--- src/rtl/idu_pkg.sv ---
// rtl/idu_pkg.sv - shared constants, ID/EX record and ALU decode helper for the decode stage
package idu_pkg;

  localparam int XLEN_P = 64;

  localparam logic [6:0] OPC_LUI    = 7'b0110111;
  localparam logic [6:0] OPC_AUIPC  = 7'b0010111;
  localparam logic [6:0] OPC_JAL    = 7'b1101111;
  localparam logic [6:0] OPC_JALR   = 7'b1100111;
  localparam logic [6:0] OPC_BRANCH = 7'b1100011;
  localparam logic [6:0] OPC_LOAD   = 7'b0000011;
  localparam logic [6:0] OPC_STORE  = 7'b0100011;
  localparam logic [6:0] OPC_OPIMM  = 7'b0010011;
  localparam logic [6:0] OPC_OP     = 7'b0110011;
  localparam logic [6:0] OPC_OPIMMW = 7'b0011011;
  localparam logic [6:0] OPC_OPW    = 7'b0111011;
  localparam logic [6:0] OPC_SYSTEM = 7'b1110011;

  localparam logic [3:0] ALU_ADD  = 4'd0;
  localparam logic [3:0] ALU_SUB  = 4'd1;
  localparam logic [3:0] ALU_SLL  = 4'd2;
  localparam logic [3:0] ALU_SLT  = 4'd3;
  localparam logic [3:0] ALU_SLTU = 4'd4;
  localparam logic [3:0] ALU_XOR  = 4'd5;
  localparam logic [3:0] ALU_SRL  = 4'd6;
  localparam logic [3:0] ALU_SRA  = 4'd7;
  localparam logic [3:0] ALU_OR   = 4'd8;
  localparam logic [3:0] ALU_AND  = 4'd9;

  localparam logic [1:0] OP1_RS1  = 2'd0;
  localparam logic [1:0] OP1_PC   = 2'd1;
  localparam logic [1:0] OP1_ZERO = 2'd2;
  localparam logic       OP2_RS2  = 1'b0;
  localparam logic       OP2_IMM  = 1'b1;

  localparam logic [1:0] MEM_B = 2'd0;
  localparam logic [1:0] MEM_H = 2'd1;
  localparam logic [1:0] MEM_W = 2'd2;
  localparam logic [1:0] MEM_D = 2'd3;

  typedef struct packed {
    logic [XLEN_P-1:0] pc;
    logic [XLEN_P-1:0] snxt_pc;
    logic [4:0]        rs1;
    logic [4:0]        rs2;
    logic [4:0]        rd;
    logic [XLEN_P-1:0] rs1_data;
    logic [XLEN_P-1:0] rs2_data;
    logic [XLEN_P-1:0] imm;
    logic [3:0]        alu_op;
    logic              alu_word;
    logic [1:0]        op1_sel;
    logic              op2_sel;
    logic              rd_wen;
    logic              mem_ren;
    logic              mem_wen;
    logic [1:0]        mem_size;
    logic              mem_unsigned;
    logic              jump;
    logic              jalr;
    logic              branch;
    logic [2:0]        funct3;
    logic              ebreak;
    logic              illegal;
  } idex_t;

  // SUB only exists in register-register forms; ADDI never subtracts.
  function automatic logic [3:0] alu_decode(input logic [2:0] f3, input logic b30,
                                            input logic is_reg);
    case (f3)
      3'b000:  return (is_reg && b30) ? ALU_SUB : ALU_ADD;
      3'b001:  return ALU_SLL;
      3'b010:  return ALU_SLT;
      3'b011:  return ALU_SLTU;
      3'b100:  return ALU_XOR;
      3'b101:  return b30 ? ALU_SRA : ALU_SRL;
      3'b110:  return ALU_OR;
      default: return ALU_AND;
    endcase
  endfunction

endpackage

--- src/rtl/regfile_2r1w.sv ---
// rtl/regfile_2r1w.sv - 32x64 integer register file, two bypassed read ports, one write port
module regfile_2r1w
  import idu_pkg::*;
(
  input  logic              clk,
  input  logic              i_wen,
  input  logic [4:0]        i_wa,
  input  logic [XLEN_P-1:0] i_wd,
  input  logic [4:0]        i_ra1,
  input  logic [4:0]        i_ra2,
  output logic [XLEN_P-1:0] o_rd1,
  output logic [XLEN_P-1:0] o_rd2
);

  logic [XLEN_P-1:0] r_mem [32];
  logic              w_wr;

  assign w_wr = i_wen && (i_wa != 5'd0);

  always_ff @(posedge clk) begin
    if (w_wr) r_mem[i_wa] <= i_wd;
  end

  // x0 is never written, so it is forced to zero on read instead of being reset.
  always_comb begin
    o_rd1 = '0;
    o_rd2 = '0;
    if (i_ra1 != 5'd0) o_rd1 = (w_wr && i_wa == i_ra1) ? i_wd : r_mem[i_ra1];
    if (i_ra2 != 5'd0) o_rd2 = (w_wr && i_wa == i_ra2) ? i_wd : r_mem[i_ra2];
  end

endmodule

--- src/rtl/idu.sv ---
// rtl/idu.sv - RV64I decode stage: decode, register read, load-use detection, ID/EX register
module idu
  import idu_pkg::*;
#(
  parameter int              XLEN           = 64,
  parameter logic [XLEN-1:0] RESET_PC_FIELD = 64'h0
) (
  input  logic            clk,
  input  logic            rstn,
  input  logic [XLEN-1:0] ifu_pc,
  input  logic [31:0]     ifu_instr,
  input  logic [XLEN-1:0] ifu_snxt_pc,
  input  logic            flush,
  input  logic            wb_wen,
  input  logic [4:0]      wb_rd,
  input  logic [XLEN-1:0] wb_data,
  output logic            ld_hz_stop,
  output logic [XLEN-1:0] idu_pc,
  output logic [XLEN-1:0] idu_snxt_pc,
  output logic [4:0]      idu_rs1,
  output logic [4:0]      idu_rs2,
  output logic [4:0]      idu_rd,
  output logic [XLEN-1:0] idu_rs1_data,
  output logic [XLEN-1:0] idu_rs2_data,
  output logic [XLEN-1:0] idu_imm,
  output logic [3:0]      idu_alu_op,
  output logic            idu_alu_word,
  output logic [1:0]      idu_op1_sel,
  output logic            idu_op2_sel,
  output logic            idu_rd_wen,
  output logic            idu_mem_ren,
  output logic            idu_mem_wen,
  output logic [1:0]      idu_mem_size,
  output logic            idu_mem_unsigned,
  output logic            idu_jump,
  output logic            idu_jalr,
  output logic            idu_branch,
  output logic [2:0]      idu_funct3,
  output logic            idu_ebreak,
  output logic            idu_illegal
);

  idex_t             r_idex;
  idex_t             w_dec;
  idex_t             w_bub;
  logic [XLEN-1:0]   w_rs1_data, w_rs2_data;
  logic [XLEN-1:0]   w_imm_i, w_imm_s, w_imm_b, w_imm_u, w_imm_j;
  logic              w_rs1_used, w_rs2_used, w_shift;
  logic [6:0]        w_opc;
  logic [2:0]        w_f3;

  assign w_opc   = ifu_instr[6:0];
  assign w_f3    = ifu_instr[14:12];
  assign w_shift = (w_f3 == 3'b001) || (w_f3 == 3'b101);
  assign w_imm_i = {{52{ifu_instr[31]}}, ifu_instr[31:20]};
  assign w_imm_s = {{52{ifu_instr[31]}}, ifu_instr[31:25], ifu_instr[11:7]};
  assign w_imm_b = {{52{ifu_instr[31]}}, ifu_instr[7], ifu_instr[30:25], ifu_instr[11:8], 1'b0};
  assign w_imm_u = {{32{ifu_instr[31]}}, ifu_instr[31:12], 12'b0};
  assign w_imm_j = {{44{ifu_instr[31]}}, ifu_instr[19:12], ifu_instr[20], ifu_instr[30:21], 1'b0};

  regfile_2r1w u_rf (
    .clk   (clk),
    .i_wen (wb_wen),
    .i_wa  (wb_rd),
    .i_wd  (wb_data),
    .i_ra1 (ifu_instr[19:15]),
    .i_ra2 (ifu_instr[24:20]),
    .o_rd1 (w_rs1_data),
    .o_rd2 (w_rs2_data)
  );

  always_comb begin
    w_dec          = '0;
    w_rs1_used     = 1'b1;
    w_rs2_used     = 1'b0;
    w_dec.pc       = ifu_pc;
    w_dec.snxt_pc  = ifu_snxt_pc;
    w_dec.rs1      = ifu_instr[19:15];
    w_dec.rs2      = ifu_instr[24:20];
    w_dec.rs1_data = w_rs1_data;
    w_dec.rs2_data = w_rs2_data;
    w_dec.funct3   = w_f3;
    case (w_opc)
      OPC_LUI, OPC_AUIPC: begin
        w_rs1_used    = 1'b0;
        w_dec.rd_wen  = 1'b1;
        w_dec.op1_sel = (w_opc == OPC_LUI) ? OP1_ZERO : OP1_PC;
        w_dec.op2_sel = OP2_IMM;
        w_dec.imm     = w_imm_u;
      end
      OPC_JAL: begin
        w_rs1_used    = 1'b0;
        w_dec.rd_wen  = 1'b1;
        w_dec.jump    = 1'b1;
        w_dec.op1_sel = OP1_PC;
        w_dec.op2_sel = OP2_IMM;
        w_dec.imm     = w_imm_j;
      end
      OPC_JALR: begin
        w_dec.rd_wen  = 1'b1;
        w_dec.jump    = 1'b1;
        w_dec.jalr    = 1'b1;
        w_dec.op2_sel = OP2_IMM;
        w_dec.imm     = w_imm_i;
      end
      OPC_BRANCH: begin
        w_rs2_used   = 1'b1;
        w_dec.branch = 1'b1;
        w_dec.imm    = w_imm_b;
      end
      OPC_LOAD: begin
        w_dec.rd_wen       = 1'b1;
        w_dec.mem_ren      = 1'b1;
        w_dec.mem_size     = w_f3[1:0];
        w_dec.mem_unsigned = w_f3[2];
        w_dec.op2_sel      = OP2_IMM;
        w_dec.imm          = w_imm_i;
      end
      OPC_STORE: begin
        w_rs2_used     = 1'b1;
        w_dec.mem_wen  = 1'b1;
        w_dec.mem_size = w_f3[1:0];
        w_dec.op2_sel  = OP2_IMM;
        w_dec.imm      = w_imm_s;
      end
      OPC_OPIMM, OPC_OPIMMW: begin
        w_dec.rd_wen   = 1'b1;
        w_dec.alu_word = (w_opc == OPC_OPIMMW);
        w_dec.op2_sel  = OP2_IMM;
        w_dec.alu_op   = alu_decode(w_f3, ifu_instr[30], 1'b0);
        // Shift immediates carry only the shamt; the funct6/funct7 bits are stripped.
        if (!w_shift)                w_dec.imm = w_imm_i;
        else if (w_opc == OPC_OPIMM) w_dec.imm = {58'b0, ifu_instr[25:20]};
        else                         w_dec.imm = {59'b0, ifu_instr[24:20]};
      end
      OPC_OP, OPC_OPW: begin
        w_rs2_used     = 1'b1;
        w_dec.rd_wen   = 1'b1;
        w_dec.alu_word = (w_opc == OPC_OPW);
        w_dec.alu_op   = alu_decode(w_f3, ifu_instr[30], 1'b1);
      end
      OPC_SYSTEM: w_dec.ebreak = (ifu_instr == 32'h0010_0073);
      default: begin
        w_rs1_used    = 1'b0;
        w_dec.illegal = 1'b1;
      end
    endcase
    w_dec.rd = w_dec.rd_wen ? ifu_instr[11:7] : 5'd0;
  end

  assign ld_hz_stop = r_idex.mem_ren && (r_idex.rd != 5'd0) &&
                      ((w_rs1_used && w_dec.rs1 == r_idex.rd) ||
                       (w_rs2_used && w_dec.rs2 == r_idex.rd));

  always_comb begin
    w_bub         = '0;
    w_bub.pc      = ifu_pc;
    w_bub.snxt_pc = ifu_snxt_pc;
  end

  always_ff @(posedge clk) begin
    if (!rstn) begin
      r_idex         <= '0;
      r_idex.pc      <= RESET_PC_FIELD;
      r_idex.snxt_pc <= RESET_PC_FIELD;
    end else if (flush || ld_hz_stop) begin
      r_idex <= w_bub;
    end else begin
      r_idex <= w_dec;
    end
  end

  assign idu_pc           = r_idex.pc;
  assign idu_snxt_pc      = r_idex.snxt_pc;
  assign idu_rs1          = r_idex.rs1;
  assign idu_rs2          = r_idex.rs2;
  assign idu_rd           = r_idex.rd;
  assign idu_rs1_data     = r_idex.rs1_data;
  assign idu_rs2_data     = r_idex.rs2_data;
  assign idu_imm          = r_idex.imm;
  assign idu_alu_op       = r_idex.alu_op;
  assign idu_alu_word     = r_idex.alu_word;
  assign idu_op1_sel      = r_idex.op1_sel;
  assign idu_op2_sel      = r_idex.op2_sel;
  assign idu_rd_wen       = r_idex.rd_wen;
  assign idu_mem_ren      = r_idex.mem_ren;
  assign idu_mem_wen      = r_idex.mem_wen;
  assign idu_mem_size     = r_idex.mem_size;
  assign idu_mem_unsigned = r_idex.mem_unsigned;
  assign idu_jump         = r_idex.jump;
  assign idu_jalr         = r_idex.jalr;
  assign idu_branch       = r_idex.branch;
  assign idu_funct3       = r_idex.funct3;
  assign idu_ebreak       = r_idex.ebreak;
  assign idu_illegal      = r_idex.illegal;

endmodule

--- config.mk ---
export PLATFORM = sky130hd
export DESIGN_NAME = idu
export DESIGN_NICKNAME = d
export VERILOG_FILES = /design/src/rtl/idu_pkg.sv /design/src/rtl/regfile_2r1w.sv /design/src/rtl/idu.sv
export SDC_FILE = /design/constraint.sdc
export NUM_CORES = 2
export LEC_CHECK = 0
export ABC_CLOCK_PERIOD_IN_PS = 11800
export CAP_MARGIN = 10
export CORE_MARGIN = 2
export CORE_UTILIZATION = 30
export DETAILED_ROUTE_END_ITERATION = 6
export PLACE_DENSITY = 0.45
export SLEW_MARGIN = 15
export SYNTH_ARGS = -nofsm -noshare
export SYNTH_HDL_FRONTEND = slang
export SYNTH_SLANG_ARGS = --single-unit
--- constraint.sdc ---
create_clock -name clk -period 11.8 [get_ports clk]
set_input_delay 1.77 -clock clk [delete_from_list [all_inputs] [get_ports clk]]
set_output_delay 1.77 -clock clk [all_outputs]
set_load 0.005 [all_outputs]
Word-level counts from Yosys, hierarchy flattened
Memory sizes are Yosys's and may differ from the RTL's. A register that Yosys moved wholly into a read port is not among the register bits.
Cells that the tools add are included.
{"block": "classes", "bitwise": 7, "muxes": 22, "n_eq_ne": 21, "n_reduce_logical": 31}
{"cell": "$pmux W64 S6", "n": 1}
{"cell": "$mux W64", "n": 1}
{"cell": "$pmux W4 S7", "n": 2}
{"cell": "$eq A32 B21 Y1 const B", "n": 1}
{"cell": "$eq A7 B6 Y1 const B", "n": 4}
{"cell": "$eq A7 B7 Y1 const B", "n": 4}
{"cell": "$eq A7 B5 Y1 const B", "n": 3}
{"cell": "$reduce_bool A5 Y1", "n": 4}
{"cell": "$reduce_or A3 Y1", "n": 6}
{"cell": "$reduce_or A9 Y1", "n": 2}
{"cell": "$mux W1", "n": 14}
{"cell": "$reduce_or A2 Y1", "n": 7}
{"cell": "$reduce_or A12 Y1", "n": 1}
{"cell": "$eq A5 B5 Y1", "n": 2}
{"cell": "$pmux W5 S2", "n": 1}
{"cell": "$eq A3 B3 Y1 const B", "n": 3}
{"cell": "$reduce_or A8 Y1", "n": 1}
{"cell": "$eq A7 B2 Y1 const B", "n": 1}
{"cell": "$not A1 Y1", "n": 7}
{"cell": "$eq A3 B2 Y1 const B", "n": 2}
{"cell": "$mux W6", "n": 1}
{"cell": "$logic_and A1 B1 Y1", "n": 5}
{"cell": "$pmux W2 S2", "n": 1}
{"cell": "$reduce_or A4 Y1", "n": 1}
{"cell": "4 further kinds", "n": 6}
{"block": "word_totals", "out_inout_bits": 358, "ramBits": 2048, "register_bits": 229, "memories": 1}
{"memory": "u_rf.r_mem", "depth": 32, "width": 64, "rd": 2, "rd_ports_with_merged_regs": 2, "write_ports": 1, "line_no": "regfile_2r1w.sv:15", "source": "logic [XLEN_P-1:0] r_mem [32];"}

Longest topological paths before layout
{"block": "depth", "ltp_word": 8, "ltp_mapped": 9, "ltp_nobuf": 5}

Hierarchy
A second synthesis with hierarchy kept.
{"block": "hier_totals", "cells_unflattened": 5865, "area_unflattened_um2": 104831.8}
{"mod": "regfile_2r1w", "cells_per_inst": 4994, "area_per_inst_um2": 94947.3, "instances": 1}
{"mod": "idu", "cells_per_inst": 871, "area_per_inst_um2": 9884.5, "instances": 1}

Worst setup path before layout
OpenSTA, ideal clock, no wires.
{"block": "synth_timing", "path_type": "input port to flip-flop", "from": "input port wb_rd[2]", "to": "memory u_rf.r_mem[12][0] (enable)", "cell_stages": 6, "n_path_buf": 2, "arrival_time_ns": 5.445, "path_slack_ns": 5.868, "t_required_ns": 11.314, "path_cell_list": "buf_2 -> or3_1 -> o31ai_4 -> or3_1 -> clkbuf_1 -> nor2_1"}
{"block": "synth_between", "elab_chain_len": 4}
{"item": "start: declaration", "line_no": "idu.sv:15", "source": "input logic [4:0] wb_rd,"}
{"item": "$reduce_bool A5 Y1", "line_no": "regfile_2r1w.sv:18", "source": "assign w_wr = i_wen && (i_wa != 5'd0);"}
{"item": "$logic_and A1 B1 Y1", "line_no": "regfile_2r1w.sv:18"}
{"item": "$mux W1", "line_no": "regfile_2r1w.sv:21", "source": "if (w_wr) r_mem[i_wa] <= i_wd;"}
{"item": "$mux W1 (implied by the code)", "line_no": "regfile_2r1w.sv:21"}
{"item": "end: declaration", "line_no": "regfile_2r1w.sv:15"}
Parallel ways exist; a longest one is shown, timed or not.

Final worst setup path
{"block": "layout_timing", "from": "input port ifu_instr[5]", "to": "output port ld_hz_stop"}
{"block": "layout_between", "elab_chain_len": 6, "elab_cells_between_ends": 17, "cone_classes": "9 x eq/ne; 2 x mux; 6 x reduce/logical"}
{"item": "start: declaration", "line_no": "idu.sv:11", "source": "input logic [31:0] ifu_instr,"}
{"item": "$eq A7 B5 Y1, or another cell as far along", "line_no": "idu.sv:83", "source": "case (w_opc)"}
{"item": "$reduce_or A9 Y1 (no source line) / $reduce_or A4 Y1 (equally long branches)"}
{"item": "$mux W1", "line_no": "idu.sv:83"}
{"item": "$logic_and A1 B1 Y1, on equally long branches", "line_no": "idu.sv:152, idu.sv:153"}
{"item": "$logic_or A1 B1 Y1 (*)", "line_no": "idu.sv:152", "source": "((w_rs1_used && w_dec.rs1 == r_idex.rd) ||"}
{"item": "$logic_and A1 B1 Y1 (*)", "line_no": "idu.sv:151", "source": "assign ld_hz_stop = r_idex.mem_ren && (r_idex.rd != 5'd0) &&"}
{"item": "end: declaration", "line_no": "idu.sv:17", "source": "output logic ld_hz_stop,"}
Mark *: on every way between the ends. The rest lies on a longest branch, timed or not.

==> results.toml <==
[status]
status = "finished, final reports clean"

[global_route]
grt.total_usage_pct = 22.5
grt_max_degree = 124
antenna_found_initial = 56
overflow = 0
grt_pass1_wl_mm = 540
grt_pass1_vias = 62824

[timing]
clock.fmax_mhz = 160
timing.setup.tns_ns = 0
fin_crit_sh_pct = 52.9
fin_skew_ns = 0.0518
slew_headroom_pct = 20.6
grt_setup_unrepaired = "no"
setup_viol = 0
hold_viol = 0
fin_crit_ns = 6.24
worst_pin_slew_ns = 1.19
slew_viol_final = 0

[final_layout]
multi_input_area_um2 = 33300
mostFrequentLayoutCells = "2,048 x edfxtp_1, 1,019 x mux4_2, 562 x clkdlybuf4s50_1"
ff_latch_area_um2 = 68000
nFillCells = 31867
syn_to_final_growth_pct = 20.4
layout_commonest_cell = "edfxtp_1"
fin_nets = 6250
layout-drive-gt1-share_pct = 27.9
stdcell_count = 10913

[yosys]
async_flop_share_pct = 0
synthFlopType = "edfxtp_1"
syn_area_per_cell_um2 = 19.2
ys_ff_latch = 2373
synth_seq_area_share_pct = 66.1
synth_cell_types = 57
syn_area_um2 = 103000
synth_edf_count = 2048
ys.warnings.count = 0
synth_cells = 5361

[worst_setup_path]
cp.required_ns = 10.03
crit_arrival_ns = 4.47
path_class = "input port to output port"
cp_max_fo = 20
critPathCaptureType = "output port"
start_kind = "input port"

[floorplan]
start_util_pct = 30.1
core-area_um2 = 342000
rows = 215
die_y_um = 590
die_w_um = 590
ios = 591
die_area_um2 = 348000

[routing]
drc = 0
routed_via_density = 5.59
ant_nets = 0
first_pass_iters = 5
num_vias = 60968
drt_iter0_drc = 6544
wl_per_cell_um = 36.7
drt-total-wl_mm = 400

[cts]
h-tree-depth = 5
cts_made_buffers = 285
ctsResizeCount = 0
postCtsSetupRepairBufs = 0
clkLatencyLatePin_ns = 0.91
cts_sinks = 2373
hold_buffers = 0
cts_tree = "yes"
cts.path.max_buffers = 4
path_clk_slew_ns = 0.06
root_buffer = "clkbuf_16"

[placement]
hpwl_mm = 220
gp_routability_congestion = 0.923
port-buffer-count = 590
dp_cells = 10287

[hold_path]
hold_class = "flop to flop"

[power]
p_leak_uw = 0.0391
p_per_area_nw_per_um2 = 158
vdd.ir_drop.worst_mv = 0.107

[run]
maxCapViolations = 0
[worst max-delay path, stage by stage]
cell	delay, ns
clkdlybuf4s50_1	0.97
nand3_1	0.27
a21oi_1	0.30
a22oi_1	0.13
nor2_1	0.11
clkdlybuf4s50_1	0.89
[cells in the mapped netlist (all sizes together) (3+ instances only)]
library cell / number / share of area, %
and3b: 8 / 0.068
nor3b: 17 / 0.12
and3: 4 / 0.024
nand2b: 5 / 0.030
nand4: 63 / 0.38
edfxtp: 2048 / 60
xor2: 6 / 0.051
or3b: 3 / 0.026
nand3b: 5 / 0.036
o21ai: 79 / 0.39
nor2: 155 / 0.57
a21oi: 29 / 0.14
nand3: 11 / 0.053
dfxtp: 325 / 6.3
nand2: 101 / 0.37
nor4: 84 / 0.64
and2: 133 / 0.81
or3: 5 / 0.030
o31ai: 8 / 0.098
mux2: 7 / 0.077
a22oi: 444 / 3.2
nor3: 73 / 0.36
nor2b: 7 / 0.043
clkbuf: 233 / 0.85
mux2i: 118 / 1.1
buf: 246 / 1.3
xnor2: 14 / 0.12
inv: 14 / 0.051
or4: 5 / 0.036
o22ai: 69 / 0.42
mux4: 1019 / 22
a2111oi: 3 / 0.026
[where the power goes]
part	internal [µW]	switching [µW]
clock	5020	3640
combinational	675	912
sequential	9270	83.5
[flip-flops by register name (all words and copies together), names as in the netlist, 2 cells and up]
signal and flops:
idu_rs2_data 64, idu_rd 5, idu_funct3 3, idu_alu_op 4, idu_mem_size 2, idu_rs1_data 64
u_rf.r_mem 2048, idu_imm 32, idu_pc 64, idu_rs2 5, idu_op1_sel 2, idu_rs1 5
idu_snxt_pc 64
[layer usage]
| metal | wire length (µm) | share of wire (%) | track usage (%) | up-vias |
|---|---|---|---|---|
| met1 | 162000 | 40 | 29.2 | 33270 |
| li1 | - | - | - | 24220 |
| met5 | 90 | 0.022 | 0 | - |
| met4 | 15500 | 3.9 | 8.75 | 14 |
| met3 | 28300 | 7.1 | 4.36 | 601 |
| met2 | 194000 | 49 | 37.3 | 2863 |
[logic make-up (layout without fill, tap and decap cells)]
| family | Yosys count | after routing | synth area share [%] |
|---|---|---|---|
| DFF | 2373 | 2373 | 66.1 |
| muxes | 1144 | 1144 | 23.5 |
| and+or+nand+nor | 685 | 685 | 3.64 |
| AOI/OAI and AO/OA | 644 | 644 | 4.41 |
| buffers and inverters | 494 | 1312 | 2.17 |
| xor gates and xnor gates | 20 | 20 | 0.170 |
| other | 1 | 178 | 0.00364 |
[path summary, 6_finish.rpt]
path,slack (ns),endpoint,cells after the start,startpoint
worst min register to register,0.93,idu_rs1_data[31],5,u_rf.r_mem[16][31]
worst max register to register,8.00,idu_rs1_data[15],7,idu_rd[0]
worst max-delay path,5.56,ld_hz_stop,6,ifu_instr[5]
worst min-delay path,0.93,idu_rs1_data[31],5,u_rf.r_mem[16][31]
[area by class of cell]
cell class / instances / area share, %
Antenna cell: 114 / 0.230
Clock buffer: 384 / 6.40
Clock inverter: 128 / 0.910
Inverter: 15 / 0.0475
Multi-Input combinational cell: 2557 / 26.9
Sequential cell: 2373 / 54.9
Tap cell: 4557 / 4.60
Timing Repair Buffer: 785 / 6.07
[through the flow]
step / setup WS, ns / hold slack (ns) / cell area (µm²) / power (µW) / util [%]
final: 5.56 / 0.933 / 124000 / 19600 / 36.2
after global routing: 5.47 / 1.00 / 124000 / 20200 / 36.2
after CTS: 5.68 / 0.940 / 124000 / 19800 / 36.2
after detailed placement: 5.28 / 0.919 / 115000 / 11100 / 33.5
after global placement: 5.35 / 0.914 / 115000 / 11100 / 33.5
after floorplan: 5.87 / 0.793 / 103000 / 10300 / -
No activity file was read; power rests on OpenSTA's default activity.
